==> src/rtl/auto_range_ctrl.sv <==
// auto_range_ctrl: measurement sequencer for a frequency counter.
// Runs a CLEAR / GATE / SETTLE / EVAL / STORE cycle, times the gate window
// from a 1 ms prescaler, and optionally steps the range up or down.
// Optional feature macro: AUTORANGE_EN. When it is defined, the block
// steps the range automatically. When it is undefined, Auto is ignored and
// the range always comes from Man_sel.
module auto_range_ctrl #(
    parameter int TICKS_1MS = 50000
) (
    input  logic        CLK,
    input  logic        RST,
    input  logic        Run,
    input  logic        Auto,
    input  logic [1:0]  Man_sel,
    input  logic [15:0] CNT,
    input  logic        OVF,
    output logic        GATE,
    output logic        CLR,
    output logic        Store,
    output logic [1:0]  F_sel,
    output logic        Busy,
    output logic        Ovr
);

    typedef enum logic [2:0] {
        S_IDLE, S_CLEAR, S_GATE, S_SETTLE, S_EVAL, S_STORE
    } state_t;

    localparam logic [15:0] PRE_LAST = 16'(TICKS_1MS - 1);

    state_t      state, state_nx;
    logic [15:0] pre_cnt, pre_nx;
    logic [9:0]  ms_cnt, ms_nx;
    logic        settle_cnt, settle_nx;
    logic [1:0]  f_sel_nx;
    logic        ovr_nx;
    logic        over, under;

`ifdef AUTORANGE_EN
    logic        auto_q, auto_nx;
`else
    logic        auto_unused;
    assign auto_unused = Auto;
`endif

    // Last ms index of the gate window for a range code (gate_ms - 1)
    function automatic logic [9:0] last_ms(input logic [1:0] f);
        case (f)
            2'b00:   return 10'd999;
            2'b01:   return 10'd99;
            2'b10:   return 10'd9;
            default: return 10'd0;
        endcase
    endfunction

    assign over  = OVF || (CNT > 16'd9999);
    assign under = !OVF && (CNT < 16'd1000);

    // State, counters, range and flag registers
    always_ff @(posedge CLK or posedge RST) begin
        if (RST) begin
            state      <= S_IDLE;
            pre_cnt    <= '0;
            ms_cnt     <= '0;
            settle_cnt <= 1'b0;
            F_sel      <= 2'b00;
            Ovr        <= 1'b0;
`ifdef AUTORANGE_EN
            auto_q     <= 1'b0;
`endif
        end else begin
            state      <= state_nx;
            pre_cnt    <= pre_nx;
            ms_cnt     <= ms_nx;
            settle_cnt <= settle_nx;
            F_sel      <= f_sel_nx;
            Ovr        <= ovr_nx;
`ifdef AUTORANGE_EN
            auto_q     <= auto_nx;
`endif
        end
    end

    // Next-state, counter and range decisions
    always_comb begin
        state_nx  = state;
        pre_nx    = pre_cnt;
        ms_nx     = ms_cnt;
        settle_nx = settle_cnt;
        f_sel_nx  = F_sel;
        ovr_nx    = Ovr;
`ifdef AUTORANGE_EN
        auto_nx   = auto_q;
`endif
        case (state)
            S_IDLE: begin
                if (Run) state_nx = S_CLEAR;
            end
            S_CLEAR: begin
                pre_nx    = '0;
                ms_nx     = '0;
                settle_nx = 1'b0;
`ifdef AUTORANGE_EN
                // Mode is frozen here so mid-cycle changes wait for the next CLEAR
                auto_nx = Auto;
                if (!Auto) f_sel_nx = Man_sel;
`else
                f_sel_nx = Man_sel;
`endif
                state_nx = S_GATE;
            end
            S_GATE: begin
                if (pre_cnt == PRE_LAST) begin
                    pre_nx = '0;
                    if (ms_cnt == last_ms(F_sel)) begin
                        settle_nx = 1'b0;
                        state_nx  = S_SETTLE;
                    end else begin
                        ms_nx = ms_cnt + 10'd1;
                    end
                end else begin
                    pre_nx = pre_cnt + 16'd1;
                end
            end
            S_SETTLE: begin
                // Two dead cycles so the counter datapath can finish
                if (settle_cnt) begin
                    settle_nx = 1'b0;
                    state_nx  = S_EVAL;
                end else begin
                    settle_nx = 1'b1;
                end
            end
            S_EVAL: begin
`ifdef AUTORANGE_EN
                if (auto_q && over && (F_sel != 2'b11)) begin
                    f_sel_nx = F_sel + 2'd1;
                    state_nx = S_CLEAR;
                end else if (auto_q && under && (F_sel != 2'b00)) begin
                    f_sel_nx = F_sel - 2'd1;
                    state_nx = S_CLEAR;
                end else begin
                    ovr_nx   = over;
                    state_nx = S_STORE;
                end
`else
                ovr_nx   = over;
                state_nx = S_STORE;
`endif
            end
            S_STORE: begin
                state_nx = Run ? S_CLEAR : S_IDLE;
            end
            default: state_nx = S_IDLE;
        endcase
    end

    // Moore outputs registered from the next state
    always_ff @(posedge CLK or posedge RST) begin
        if (RST) begin
            GATE  <= 1'b0;
            CLR   <= 1'b0;
            Store <= 1'b0;
            Busy  <= 1'b0;
        end else begin
            GATE  <= (state_nx == S_GATE);
            CLR   <= (state_nx == S_CLEAR);
            Store <= (state_nx == S_STORE);
            Busy  <= (state_nx != S_IDLE);
        end
    end

endmodule

==> config.mk <==
export PLATFORM = sky130hd
export DESIGN_NAME = auto_range_ctrl
export DESIGN_NICKNAME = d
export VERILOG_FILES = /design/src/rtl/auto_range_ctrl.sv
export SDC_FILE = /design/constraint.sdc
export NUM_CORES = 1
export LEC_CHECK = 0
export CORE_UTILIZATION = 30
export DETAILED_ROUTE_END_ITERATION = 10
export GPL_TIMING_DRIVEN = 0
export PLACE_DENSITY_LB_ADDON = 0.12
export SLEW_MARGIN = 30
export SYNTH_ARGS = -nofsm -noshare
export SYNTH_HDL_FRONTEND = slang
export SYNTH_SLANG_ARGS = --single-unit
==> constraint.sdc <==
create_clock -name CLK -period 2.8 [get_ports CLK]
set_clock_uncertainty 0.15 [all_clocks]
set_input_delay 0.28 -clock CLK [delete_from_list [all_inputs] [get_ports CLK]]
set_output_delay 0.28 -clock CLK [all_outputs]
set_load 0.005 [all_outputs]
==> out/qor.csv <==
stage;metric;value;unit
clock_tree;hold_buffers;0;
critical_path;cp.arrival;2.45;ns
power_and_ir_drop;pwr_density_cell;383;nW/um^2
route;drc;0;
layout;fin_util;37.4;%
logic_synthesis;ys_warn_count;0;
logic_synthesis;synth_seq_area_share;44.4;%
clock_tree;clk_pin_slew;0.08;ns
grt;busiest_layer;met2;
route;dr.pass1.iters;4;
logic_synthesis;synthArstFlopShare;100;%
sta;rsz0062_at_grt;no;
clock_tree;cts_setup_buffers;0;
floorplanning;initial_core_util;30.8;%
floorplanning;fp.dieW;85.3;um
grt;grt_pass1_vias;1658;
route;routedWlPerCell;14.6;um
critical_path;path_cells;buf_4 > or3b_4 > or4b_4 > a211oi_4 > a211oi_1 > mux2_1;
critical_path;worstSetupStartpointType;flop;
clock_tree;cts_root_buf;clkbuf_8;
sta;slew_viol_final;0;
grt;antenna_found_initial;0;
placed_design;place_congestion;0.752;
logic_synthesis;yosys.area_share.simple;24.3;%
placed_design;place_area;2440;um^2
floorplanning;pin_count;30;
grt;grt_usage;14.6;%
status;status;finished, final reports clean;
grt;gr-usage-met3;3.79;%
logic_synthesis;synth_top_area_share;44.4;%
logic_synthesis;synth.area.top_cells;dfrtp_1 (44%), o21ai_0 (5.3%), nor2_1 (3.6%);
sta;fin_tns_setup;0;ns
layout;drive_gt1_share;9.41;%
clock_tree;cts_tree;done;
logic_synthesis;synth_edf_count;0;
power_and_ir_drop;max-vdd-ir-drop;185;uV
floorplanning;coreArea;6760;um^2
sta;finalCriticalPeriod;2.42;ns
logic_synthesis;ys_types;54;
critical_path;critical_path_class;reg2reg;
layout;n_antenna_cell;0;
flow_run;drv_cap;0;
route;num_vias;1767;
logic_synthesis;synth_top_family_by_area;simple AND/OR/NAND/NOR gates;
power_and_ir_drop;leakage;1.01;nW
critical_path;reg2reg_depth;6;
floorplanning;fp.dieH;85.3;um
clock_tree;ctsResizeCount;0;
logic_synthesis;synth_compound_area_share;18.3;%
sta;worst_pin_slew;0.702;ns
route;drt-initial-drc-count;81;
clock_tree;clockBufferDepth;2;
route;antenna_left;0;
grt;met2_usage;22.6;%
logic_synthesis;yosys.area.top_type;dfrtp_1;
grt;overflow;0;
critical_path;critPathMaxFanout;10;
sta;fin_crit_sh;86.5;%
critical_path;cpMaxStageDelayCell;or4b_4;
placed_design;dp_hpwl;3.50;mm
logic_synthesis;synth.net_count;248;
logic_synthesis;syn_inst;223;
clock_tree;cts_buffers;5;
logic_synthesis;synthMuxAreaShare;3.60;%
floorplanning;die_area;7280;um^2
clock_tree;cts.sinks;37;
grt;met1_usage;19.7;%
logic_synthesis;netlist_area;2080;um^2
logic_synthesis;synth_area_per_cell;9.34;um^2
floorplanning;std_cell_rows;30;
route;via_per_inst;5.27;
critical_path;required;2.83;ns
grt;grt_max_degree;25;
layout;final_area;2530;um^2
logic_synthesis;synthAdderAreaFrac;1.68;%
clock_tree;cts_htree_levels;2;
layout;nets;280;
placed_design;portBuffers;24;
critical_path;cp-end-kind;flop;
clock_tree;clk_latency;0.29;ns
logic_synthesis;ys_seq_elements;37;
sta;setup_viol;0;
sta;fmax;0.413;GHz
worst_hold_path;hold_class;in2async;
logic_synthesis;ys.flop_type;dfrtp_1;
route;drt-total-wl;4.89;mm
logic_synthesis;synthXorXnorAreaFrac;4.20;%
sta;hold_viol_final;0;
layout;area_growth;21.4;%
grt;grt_pass1_wl;8.34;mm
critical_path;critPathMaxStageDelay;0.51;ns
sta;maxSlewHeadroom;52.8;%
==> placed cells by master (no fill, tap or decap), drive strengths merged, types with 4 or more instances in the layout <==
cell type      instances
dfrtp                 37
clkdlybuf4s50         24
o21ai                 23
nor2                  20
clkbuf                15
nand2                 13
nand3                 11
a21oi                 10
inv                    8
xor2                   7
nand4                  6
nor3                   6
or2                    5
or3                    4
and3                   4
o211ai                 4
mux2                   4
==> final cells by class <==
class                           instances  area [um^2]
Clock buffer                            7         86.3
Timing Repair Buffer                   25          260
Buffer                                 10         42.5
Sequential cell                        37          926
Multi-Input combinational cell        168         1080
Inverter                                8         30.0
Tap cell                               80          100
Fill cell                             698         4230
==> synth_stat cells, drive strengths merged, types with 5 or more instances <==
library cell	instances
a21oi	10
clkbuf	8
dfrtp	37
inv	8
nand2	13
nand3	11
nand4	6
nor2	20
nor3	6
o21ai	23
or2	5
xor2	7
==> logic make-up after synthesis <==
group / count (synthesis)
AND/OR/NAND/NOR: 90
AO/OA/AOI/OAI: 58
flip-flops: 37
buffers and inverters: 18
XOR/XNOR: 10
multiplexers: 7
adder cells (fa/ha/maj): 3
==> registers in the layout, summed over array words and instances, names as in the netlist <==
| signal | cells |
|---|---|
| pre_cnt | 16 |
| ms_cnt | 10 |
| state | 3 |
| F_sel | 2 |
| Busy | 1 |
| CLR | 1 |
| GATE | 1 |
| Ovr | 1 |
| Store | 1 |
| settle_cnt | 1 |
==> final timing paths <==
| kind | slack [ns] | end | from |
|---|---|---|---|
| max in group asynchronous | 1.95 | ms_cnt[8] | RST |
| min in group CLK | 0.38 | pre_cnt[13] | pre_cnt[13] |
| worst min register to register | 0.38 | pre_cnt[13] | pre_cnt[13] |
| worst min-delay path | 0.12 | Busy | RST |
| worst max register to register | 0.38 | ms_cnt[0] | state[1] |
| worst max-delay path | 0.38 | ms_cnt[0] | state[1] |
==> layer usage <==
layer	routed length (um)	vias up	part of all wire (%)
li1	-	883	-
met1	2410	844	49
met2	2240	33	46
met3	169	7	3.5
met4	68	0	1.4
met5	0	-	0
==> power breakdown <==
group | switching (mW) | internal, mW
combinational | 0.0215 | 0.0318
clock | 0.183 | 0.195
sequential | 0.00176 | 0.536
total | 0.206 | 0.763
==> worst max-delay path: cells and delay by family (launching register included) <==
family	cells	cell delay (ns)
AO/OA/AOI/OAI	2	0.40
buffers and inverters	1	0.16
flip-flops	1	0.32
multiplexers	1	0.34
AND/OR/NAND/NOR	2	0.94
==> stage by stage <==
stage	setup slack [ns]	std cells	power [mW]	hold slack (ns)
3_5_place_dp	0.378	328	0.603	0.375
4_1_cts	0.365	335	0.991	0.124
2_1_floorplan	0.551	223	0.567	0.265
6_report	0.378	335	0.969	0.117
5_1_grt	0.186	335	1.02	0.169
3_3_place_gp	0.369	327	0.599	0.366
No activity file was read; power rests on OpenSTA's default activity.
